$ cat src/rtl/clk_div_sel_if.sv
// Control and status bundle for the multi-rate divider: rate select, run/step
// inputs, and the tick / square-wave / debug outputs.
interface clk_div_sel_if #(
   parameter int CNT_W = 27
);
   logic [1:0]       sel;
   logic             en;
   logic             step;
   logic             tick;
   logic             clk_out;
   logic [1:0]       sel_active;
   logic [CNT_W-1:0] cnt_out;

   modport master (
      output sel, en, step,
      input  tick, clk_out, sel_active, cnt_out
   );

   modport slave (
      input  sel, en, step,
      output tick, clk_out, sel_active, cnt_out
   );
endinterface

$ cat src/rtl/clk_div_sel.sv
// Multi-rate clock-enable divider with glitch-free rate switching at period
// boundaries, plus pause (en=0) and level-sensitive single-step control.
module clk_div_sel #(
   parameter int          CNT_W = 27,
   parameter int unsigned DIV0  = 100000000,
   parameter int unsigned DIV1  = 2000000,
   parameter int unsigned DIV2  = 200,
   parameter int unsigned DIV3  = 1
) (
   input  logic          clk,
   input  logic          rst,
   clk_div_sel_if.slave  bus
);

   localparam logic [CNT_W:0] DIV0_W = (CNT_W+1)'(DIV0);
   localparam logic [CNT_W:0] DIV1_W = (CNT_W+1)'(DIV1);
   localparam logic [CNT_W:0] DIV2_W = (CNT_W+1)'(DIV2);
   localparam logic [CNT_W:0] DIV3_W = (CNT_W+1)'(DIV3);

   logic [CNT_W-1:0] cnt_q, cnt_d;
   logic             tick_q, tick_d;
   logic             clk_out_q, clk_out_d;
   logic [1:0]       sel_active_q, sel_active_d;

   logic [CNT_W:0]   period;
   logic [CNT_W:0]   last_cnt;
   logic [CNT_W:0]   half;
   logic             adv;

   always_comb begin
      period = DIV3_W;
      case (sel_active_q)
         2'b11:   period = DIV0_W;
         2'b10:   period = DIV1_W;
         2'b01:   period = DIV2_W;
         default: period = DIV3_W;
      endcase
   end

   // Extra bit keeps (P+1)>>1 from wrapping when P is near 2^CNT_W.
   assign last_cnt = period - (CNT_W+1)'(1);
   assign half     = (period + (CNT_W+1)'(1)) >> 1;
   assign adv      = bus.en | bus.step;

   always_comb begin
      cnt_d        = cnt_q;
      tick_d       = 1'b0;
      clk_out_d    = clk_out_q;
      sel_active_d = sel_active_q;
      if (adv) begin
         if ({1'b0, cnt_q} == last_cnt) begin
            cnt_d        = '0;
            tick_d       = 1'b1;
            sel_active_d = bus.sel;
         end else begin
            cnt_d = cnt_q + CNT_W'(1);
         end
         // At a boundary cnt_d is 0, so the new ratio's HALF is irrelevant.
         clk_out_d = ({1'b0, cnt_d} < half);
      end
   end

   always_ff @(posedge clk) begin
      if (rst) begin
         cnt_q        <= '0;
         tick_q       <= 1'b0;
         clk_out_q    <= 1'b1;
         sel_active_q <= bus.sel;
      end else begin
         cnt_q        <= cnt_d;
         tick_q       <= tick_d;
         clk_out_q    <= clk_out_d;
         sel_active_q <= sel_active_d;
      end
   end

   assign bus.tick       = tick_q;
   assign bus.clk_out    = clk_out_q;
   assign bus.sel_active = sel_active_q;
   assign bus.cnt_out    = cnt_q;

endmodule

$ cat src/flat_wrapper.sv
// flat-port wrapper written by rule: the top's interface ports become plain ports
module clk_div_sel_flat 
#(
   parameter int          CNT_W = 27,
   parameter int unsigned DIV0  = 100000000,
   parameter int unsigned DIV1  = 2000000,
   parameter int unsigned DIV2  = 200,
   parameter int unsigned DIV3  = 1
)
  (clk, rst, bus_sel, bus_en, bus_step, bus_tick, bus_clk_out, bus_sel_active, bus_cnt_out);
  clk_div_sel_if #(.CNT_W(CNT_W)) bus_i ();
  input  logic clk;
  input  logic rst;
  input wire logic [$bits(bus_i.sel)-1:0] bus_sel;
  input wire logic [$bits(bus_i.en)-1:0] bus_en;
  input wire logic [$bits(bus_i.step)-1:0] bus_step;
  output wire logic [$bits(bus_i.tick)-1:0] bus_tick;
  output wire logic [$bits(bus_i.clk_out)-1:0] bus_clk_out;
  output wire logic [$bits(bus_i.sel_active)-1:0] bus_sel_active;
  output wire logic [$bits(bus_i.cnt_out)-1:0] bus_cnt_out;
  assign bus_i.sel = bus_sel;
  assign bus_i.en = bus_en;
  assign bus_i.step = bus_step;
  assign bus_tick = bus_i.tick;
  assign bus_clk_out = bus_i.clk_out;
  assign bus_sel_active = bus_i.sel_active;
  assign bus_cnt_out = bus_i.cnt_out;
  clk_div_sel #(.CNT_W(CNT_W), .DIV0(DIV0), .DIV1(DIV1), .DIV2(DIV2), .DIV3(DIV3)) u_core (.clk(clk), .rst(rst), .bus(bus_i));
endmodule
$ cat config.mk
export PLATFORM = sky130hd
export DESIGN_NAME = clk_div_sel_flat
export DESIGN_NICKNAME = d
export VERILOG_FILES = /design/src/rtl/clk_div_sel_if.sv /design/src/rtl/clk_div_sel.sv /design/src/flat_wrapper.sv
export SDC_FILE = /design/constraint.sdc
export NUM_CORES = 1
export LEC_CHECK = 0
export CAP_MARGIN = 15
export CORE_MARGIN = 10
export CORE_UTILIZATION = 50
export DETAILED_ROUTE_END_ITERATION = 12
export PLACE_DENSITY = 0.81
export SLEW_MARGIN = 20
export SYNTH_ARGS = -nofsm -noshare
export SYNTH_HDL_FRONTEND = slang
export SYNTH_SLANG_ARGS = --single-unit
$ cat constraint.sdc
create_clock -name clk -period 3.9 [get_ports clk]
set_clock_uncertainty 0.05 [all_clocks]
set_input_delay 0.39 -clock clk [delete_from_list [all_inputs] [get_ports clk]]
set_output_delay 0.39 -clock clk [all_outputs]
set_load 0.01 [all_outputs]
# After elaboration in Yosys (flattened, before gate mapping)
# Cells that the tools add are included.
[totals]
word_cells = 25
inputBits = 6
ff_bits = 31
output_inout_bits = 31
[classes]
n_reduce_logical = 4
addsub = 3
n_eq_ne = 4
order_cmp = 1
bitwise_logic = 2
muxes = 7
[ops]
columns = ["operator", "count"]
rows = [
  ["$pmux W27 S3", 1],
  ["$mux W27", 2],
  ["$add A27 B1 Y28 const B", 1],
  ["$eq A27 B28 Y1", 1],
  ["$sub A27 B1 Y28 const B", 1],
  ["$add A27 B1 Y27 const B", 1],
  ["$lt A27 B27 Y1", 1],
  ["$mux W2", 3],
  ["$eq A2 B2 Y1 const B", 2],
  ["$reduce_bool A2 Y1", 2],
  ["$eq A2 B1 Y1 const B", 1],
  ["$reduce_and A2 Y1", 1],
  ["$reduce_or A2 Y1", 1],
  ["$mux W1", 1],
  ["$not A1 Y1", 1],
  ["$or A1 B1 Y1", 1],
]

# Depth between registers and ports, before layout
[logic_depth]
depth_word = 7
ltp_mapped = 18
depth_no_buf = 17

# Worst setup path after synthesis
# No wires, ideal clock.
[synth_timing]
path_kind = "flip-flop to flip-flop"
start = "register u_core.sel_active_q[0] (netlist: u_core.bus.sel_active[0])"
end = "register u_core.clk_out_q (netlist: u_core.bus.clk_out)"
setup_ps = 73
synth_period_minus_slack_ps = 3792
path_buffers = 1
setup_slack_ps = 108
path_stages_with_launch = 19
t_arrival_ps = 3669
required_time_ps = 3777
cell_sequence = "edfxtp_1 inv_1 ha_1 inv_1 ha_1 xor2_1 nand4_1 and4bb_1 and2_1 buf_2 nor2_1 ha_1 a21o_1 a21o_1 a21oi_1 o21ai_0 a31oi_1 or3b_1 o211ai_2"
[synth_via]
elab_chain_cells = 7
word_cells_on_any_way = 10
cone_classes = "add/sub (2); order compare (1); eq/ne (4); mux (3)"
[synth_rtl]
columns = ["element", "line_no", "text"]
rows = [
  ["start: declaration", "clk_div_sel.sv:23", "logic [1:0] sel_active_q, sel_active_d;"],
  ["start signal: assignment", "clk_div_sel.sv:68", "sel_active_q <= bus.sel;"],
  ["start signal: assignment", "clk_div_sel.sv:73", "sel_active_q <= sel_active_d;"],
  ["$eq A2 B1 Y1 or $eq A2 B2 Y1 (tied branches)", "clk_div_sel.sv:32", "case (sel_active_q)"],
  ["$pmux W27 S3 (*)", "clk_div_sel.sv:32", ""],
  ["$sub A27 B1 Y28", "clk_div_sel.sv:41", "assign last_cnt = period - (CNT_W+1)'(1);"],
  ["$eq A27 B28 Y1", "clk_div_sel.sv:51", "if ({1'b0, cnt_q} == last_cnt) begin"],
  ["$mux W27", "clk_div_sel.sv:51", ""],
  ["$mux W27", "clk_div_sel.sv:50", "if (adv) begin"],
  ["$lt A27 B27 Y1 (*)", "clk_div_sel.sv:59", "clk_out_d = ({1'b0, cnt_d} < half);"],
  ["end signal: assignment", "clk_div_sel.sv:72", "clk_out_q <= clk_out_d;"],
  ["end: declaration", "clk_div_sel.sv:22", "logic clk_out_q, clk_out_d;"],
]
# Every way passes the cells marked *; elsewhere a longest branch is shown, timed or not. The select of a mux whose other input is x is not followed.
# A chain may end at the register's enable or synchronous reset.

# Worst setup path in the final report
# Ends and elaborated chain as after synthesis.

==> flow_metrics.py <==
metrics = {
    "run_status": {
        "status": "finished, final reports clean",
    },
    "critical_path": {
        "worstPathRequired_ns": 4.07,
        "reg2reg_from": "u_core.bus.sel_active[0]",
        "r2r_slack_ns": 0.11,
        "crit_path_end_kind": "register",
        "r2r_cells": 16,
        "crit_slowest_cell": "edfxtp_1",
        "cp_cell_sequence": "buf_4 -> ha_1 -> o21bai_1 -> mux2i_1 -> and4bb_1 -> and2_4 -> buf_4 -> nor2_1 -> ha_1 -> a21o_1 -> a21oi_1 -> nor2b_1 -> o21ai_0 -> a21oi_1 -> or3b_4 -> o211ai_2",
        "path_class": "reg -> reg",
        "arrival_ns": 3.96,
        "start_kind": "register",
        "slowest_delay_ns": 0.40,
        "r2r-end": "u_core.bus.clk_out",
        "cp_max_fo": 4,
    },
    "cts": {
        "cts-buffers-inserted": 5,
        "cts_sinks": 31,
        "clock_path_buffers": 2,
        "clock_latency_ns": 0.29,
        "cts_hold_buf": 0,
        "path_clk_slew_ns": 0.07,
        "h-tree-depth": 2,
        "cts_root_buf": "clkbuf_8",
        "cts_tree": "yes",
    },
    "worst_hold_path": {
        "min_path_cells": 2,
        "whs_endpoint": "u_core.bus.clk_out",
        "hp-class": "reg -> reg",
        "worstHoldStart": "u_core.bus.clk_out",
    },
    "die": {
        "num_io_pins": 37,
        "num_rows": 26,
        "core_region_area_um2": 5170,
        "die_w_um": 93.7,
        "die_h_um": 93.7,
        "die-area_um2": 8780,
        "initial_core_util_pct": 52.5,
    },
    "sta": {
        "setup_ws_ns": 0.109,
        "slew_headroom_pct": 39.6,
        "hold_viol": 0,
        "slew_viol_final": 0,
        "finalCritPeriodShare_pct": 97.2,
        "fin_hold_ws_ns": 0.462,
        "max_freq_mhz": 264,
        "setup_viol": 0,
        "tightest_slew_ns": 0.902,
        "fin_crit_ns": 3.79,
    },
    "logic_synthesis": {
        "synth.top_cell.area_share_pct": 21.4,
        "synthTopCellsByArea": "dfxtp_1 21%, ha_1 12%, a21oi_1 5.2%",
        "ys_seq_elements": 31,
        "synth_xor_area_share_pct": 9.03,
        "yosysSeqAreaShare_pct": 23.6,
        "syn-num-nets": 379,
        "syn_area_um2": 2720,
        "ys_warn_count": 0,
        "synthArstFlopShare_pct": 0,
        "synth-simple-area-share_pct": 32.5,
        "synthFlopType": "dfxtp_1",
        "synthAdderAreaFrac_pct": 12.8,
        "synth-compound-area-share_pct": 15.7,
        "postSynthAreaPerCell_um2": 7.85,
        "synth_edf_count": 2,
        "synth_cell_types": 61,
        "yosysTopAreaCell": "dfxtp_1",
        "netlist_instances": 346,
        "synth_top_family_by_area": "simple AND/OR/NAND/NOR gates",
        "muxShareOfSynthArea_pct": 0.783,
    },
    "power": {
        "power_density_nw_per_um2": 214,
        "power_leakage_nw": 1.38,
        "peakVddDrop_mv": 0.146,
    },
    "placed_design": {
        "place_congestion": 0.894,
        "port_buffers": 36,
        "dp_hpwl_mm": 5.62,
        "preCtsSetupSlack_ns": -0.000626,
    },
    "cells_and_area": {
        "nFillCells": 420,
        "diodes": 0,
        "syn2layout_area_growth_pct": 23.3,
        "multi_input_area_um2": 1950,
        "drive_gt1_share_pct": 14.3,
        "finalNetCount": 424,
        "regArea_um2": 642,
        "layout_common_cells": "36 x nand2_1, 36 x clkdlybuf4s50_1, 35 x nor2_1",
    },
    "route": {
        "drtPass1Iterations": 5,
        "routed_wl_mm": 7.67,
        "drtAntennaViolNets": 0,
        "drc": 0,
        "viasPerCell": 6.03,
        "vias": 2779,
        "drt-wirelength-per-cell_um": 16.6,
        "drt_iter0_drc": 249,
    },
    "global_routing": {
        "grt_pass1_wl_mm": 12.6,
        "grt_usage_pct": 17.3,
        "grt_max_degree": 21,
        "antenna_found_initial": 0,
        "gr-total-overflow": 0,
        "grt_pass1_vias": 2599,
    },
    "job": {
        "drv_cap": 0,
    },
}
-- per-stage QoR --
stage	util (%)	instances	setup TNS (ns)	total power, mW	cell area, um^2
global placement	61.5	446	0	0.469	3180
detailed placement	61.5	446	-0.000626	0.474	3180
finish	64.7	461	0	0.718	3350
floorplan	-	346	0	0.427	2720
global route	64.7	461	-0.0454	0.751	3350
CTS	63.0	453	0	0.713	3260
-- area by class of cell --
type,instances,share of cell area (%)
multi-input combinational,281,58.3
tap,70,2.62
sequential,31,19.2
timing repair buffer,61,16.4
clock buffer,7,2.28
inverter,11,1.23
-- flip-flops by register name (all words and copies together), names as in the netlist --
| register | flops |
|---|---|
| u_core.bus.cnt_out | 27 |
| u_core.bus.sel_active | 2 |
| u_core.bus.clk_out | 1 |
| u_core.bus.tick | 1 |
-- repair_timing --
| action | in CTS | in global routing |
|---|---|---|
| setup endpoints to repair | 1 | 1 |
| buffers inserted | 0 | 8 |
| pin swaps | 0 | 4 |
| cloned | 0 | 0 |
| gates resized for setup | 1 | 9 |
-- cell usage after synthesis (2+ instances only) --
library cell	instances
edfxtp_1	2
or3b_1	2
buf_2	10
buf_1	2
nand4_1	7
nor3_1	12
a31oi_1	2
a211oi_1	2
inv_1	11
a21oi_1	28
xor2_1	15
dfxtp_1	29
or3_1	8
xnor2_1	13
nor4_1	3
o22ai_1	3
a22oi_1	3
o21ai_0	15
nand2_1	36
and3_2	2
clkbuf_1	9
nor2_1	35
a21o_1	7
ha_1	27
and2_1	4
and4_1	4
and3_1	9
nand3_4	2
nand3_1	12
-- metal layers --
layer | vias up | global-route usage, % | routed length [um]
met5 | - | 0 | 0
met4 | 0 | 6.58 | 129
met2 | 139 | 28.2 | 3550
met3 | 14 | 3.92 | 697
li1 | 1318 | - | -
met1 | 1308 | 21.5 | 3300
-- critical path, delay by kind of cell, from the launching register on --
kind | cells | cell delay [ns]
AND/OR/NAND/NOR | 5 | 1.07
AO/OA/AOI/OAI | 6 | 1.04
adder cells (fa/ha/maj) | 2 | 0.50
flip-flops | 1 | 0.40
multiplexers | 1 | 0.35
buffers and inverters | 2 | 0.30
-- where the power goes --
group          internal (mW)  switching [mW]
Sequential             0.325         0.00591
Clock                  0.123           0.117
Combinational         0.0660          0.0807
Total                  0.514           0.204
-- worst max path at each step --
stage                              from                 end  slack (ns)  cells after the start
2_1_floorplan  u_core.bus.sel_active[0]  u_core.bus.clk_out        0.11                     18
4_1_cts        u_core.bus.sel_active[1]  u_core.bus.clk_out        0.04                     17
3_3_place_gp   u_core.bus.sel_active[1]  u_core.bus.clk_out        0.17                     17
5_1_grt        u_core.bus.sel_active[1]  u_core.bus.clk_out       -0.05                     17
6_report       u_core.bus.sel_active[0]  u_core.bus.clk_out        0.11                     16
3_5_place_dp   u_core.bus.sel_active[1]  u_core.bus.clk_out     -0.0006                     17
-- kinds of logic after synthesis --
| logic type | Yosys count |
|---|---|
| adders and majority gates | 28 |
| and+or+nand+nor | 153 |
| muxes | 2 |
| AOI/OAI and AO/OA | 70 |
| buffers and inverters | 34 |
| DFF | 31 |
| xor gates and xnor gates | 28 |
No activity file was read; power rests on OpenSTA's default activity.
==> patch (same settings) <==
`CNT_W` is set to 27 in 3 places; all go to 19.
--- a/src/rtl/clk_div_sel_if.sv
+++ b/src/rtl/clk_div_sel_if.sv
@@ -3,3 +3,3 @@
 interface clk_div_sel_if #(
-   parameter int CNT_W = 27
+   parameter int CNT_W = 19
 );
--- a/src/rtl/clk_div_sel.sv
+++ b/src/rtl/clk_div_sel.sv
@@ -3,3 +3,3 @@
 module clk_div_sel #(
-   parameter int          CNT_W = 27,
+   parameter int          CNT_W = 19,
    parameter int unsigned DIV0  = 100000000,
--- a/src/flat_wrapper.sv
+++ b/src/flat_wrapper.sv
@@ -3,3 +3,3 @@
 #(
-   parameter int          CNT_W = 27,
+   parameter int          CNT_W = 19,
    parameter int unsigned DIV0  = 100000000,
Interface: changed (resized bus_cnt_out); port bits go from 37 to 29. No check against the original RTL was run, so the function may have changed too.
==> patch against the unedited design <==
Total power down 31%; critical endpoint unchanged; final area shrank 27%; synthesized area decreased by 25%; wire length is 27% lower; worst setup slack improved by 0.28 ns; via count is 30% lower; synthesized cell count fell by 28%; fmax is 8.0% higher; sequential cell count shrank 8.
==> patch: results (changes against the unedited design) <==
Status = finished, final reports clean
Drt pass-1 iters = 4 (-1)
Most instantiated cells after synthesis = dfxtp_1, ha_1, nor2_1
Worst-Margin Slew = 0.915 ns (+0.0131 ns)
Via density = 6.01 (-0.31%)
Hold Slack = 0.538 ns (+0.0758 ns)
Setup crit end = u_core.bus.clk_out
R2r setup slk = 0.39 ns (+0.28 ns)
PortBufs = 28 (-22%)
Vias = 1,947 (-30%)
Fillers = 355 (-15%)
Worst Path Arrival = 3.63 ns (-0.33 ns)
Final setup vio count = 0 (unchanged)
RePlAce Congestion = 0.915 (+2.4%)
Hold Crit Start = u_core.bus.cnt_out[1]
First-pass GRT wire length = 9.58 mm (-24%)
Gr usage total = 15.9% (-1.4 points)
Cell count after placement = 320 (-28%)
Final Critical Period = 3.51 ns (-0.282 ns)
Largest register FFs = 19 (-30%)
Dpl cell area = 2380 um^2 (-25%)
H-tree depth = 1 (-1)
Net Count, Synth = 275 (-27%)
Synth unique cells = 52 (-15%)
Syn Area/Cell = 8.25 um^2 (+5.2%)
Root buffer cell = clkbuf_8
Largest net degree at the start of global routing = 26 (+24%)
Setup_tns = 0 ns (unchanged)
Wirelength, routed = 5.61 mm (-27%)
Post-cts resize count = 0 (-1)
Nets = 302 (-29%)
Number of DRC markers in iteration 0 = 154 (-38%)
Peak VDD IR = 137 uV (-6.5%)
Async set-reset flop share out of synthesis = 0% (unchanged)
Clock transition at path regs = 0.09 ns (+0.02 ns)
Pre-CTS WS = 0.292 ns (+0.293 ns)
Synth top area cells = dfxtp_1, ha_1, xnor2_1, o31ai_1, a21oi_1
Vias in the first global route = 1,950 (-25%)
Sequential area share after synthesis = 23.5% (-0.12 points)
DP HPWL = 4.26 mm (-24%)
Share of layout cells above drive strength 1 = 10.6% (-3.7 points)
R2R depth = 16 (unchanged)
Leak pwr = 0.984 nW (-28%)
Post-CTS setup buffers = 0 (unchanged)
CP Max Fanout = 10 (+6)
Hold Path Depth = 2 (unchanged)
Hold Path Sink = u_core.bus.cnt_out[1]
Total CTS buffers = 3 (-2)
Ant diodes = 0 (unchanged)
CTS max path bufs = 2 (unchanged)
-- patch: cell types whose count changed after synthesis, moves of 8 or more --
cell	delta
nand2_1	-23
dfxtp_1	-8
o31ai_1	+11
a21oi_1	-12
nor2_1	-15
xor2_1	-11
-- patch: cells by family after synthesis --
logic type	synth area share, %
AOI/OAI and AO/OA	20.0
xor gates and xnor gates	8.56
adders and majority gates	12.8
buffers and inverters	6.11
DFF	23.5
muxes	1.04
and+or+nand+nor	28.0
-- patch: critical path, stage by stage (launching register included) --
cell      delay, ns
edfxtp_1       0.49
inv_1          0.17
ha_1           0.25
inv_1          0.08
ha_1           0.30
xor2_1         0.13
nand4_1        0.13
nor3_1         0.24
and2_2         0.26
buf_4          0.20
nor2_1         0.06
ha_1           0.29
nand2_1        0.09
a311o_1        0.34
o31ai_1        0.08
a21bo_2        0.18
a21oi_1        0.05
-- patch: final cells by class --
type | count | area [um^2] | share of cell area [%]
clock buffers | 4 | 45.0 | 1.85
well taps | 50 | 62.6 | 2.57
flip-flops and latches | 23 | 480 | 19.8
multi-input cells | 195 | 1440 | 59.3
repair buffers | 36 | 340 | 14.0
inverters | 16 | 60.1 | 2.47
-- patch: power by group --
| group | switching (mW) | total, mW | internal [mW] |
|---|---|---|---|
| sequential | 0.00786 | 0.250 | 0.242 |
| combinational | 0.0475 | 0.0857 | 0.0382 |
| clock | 0.0876 | 0.161 | 0.0733 |
| total | 0.143 | 0.497 | 0.354 |
-- patch: layer usage --
layer | routed length, um | share of wire [%] | track usage (%)
met1 | 2490 | 44 | 19.9
met2 | 2620 | 47 | 25.5
met3 | 424 | 7.6 | 4.69
met4 | 69 | 1.2 | 4.57
met5 | 0 | 0 | 0
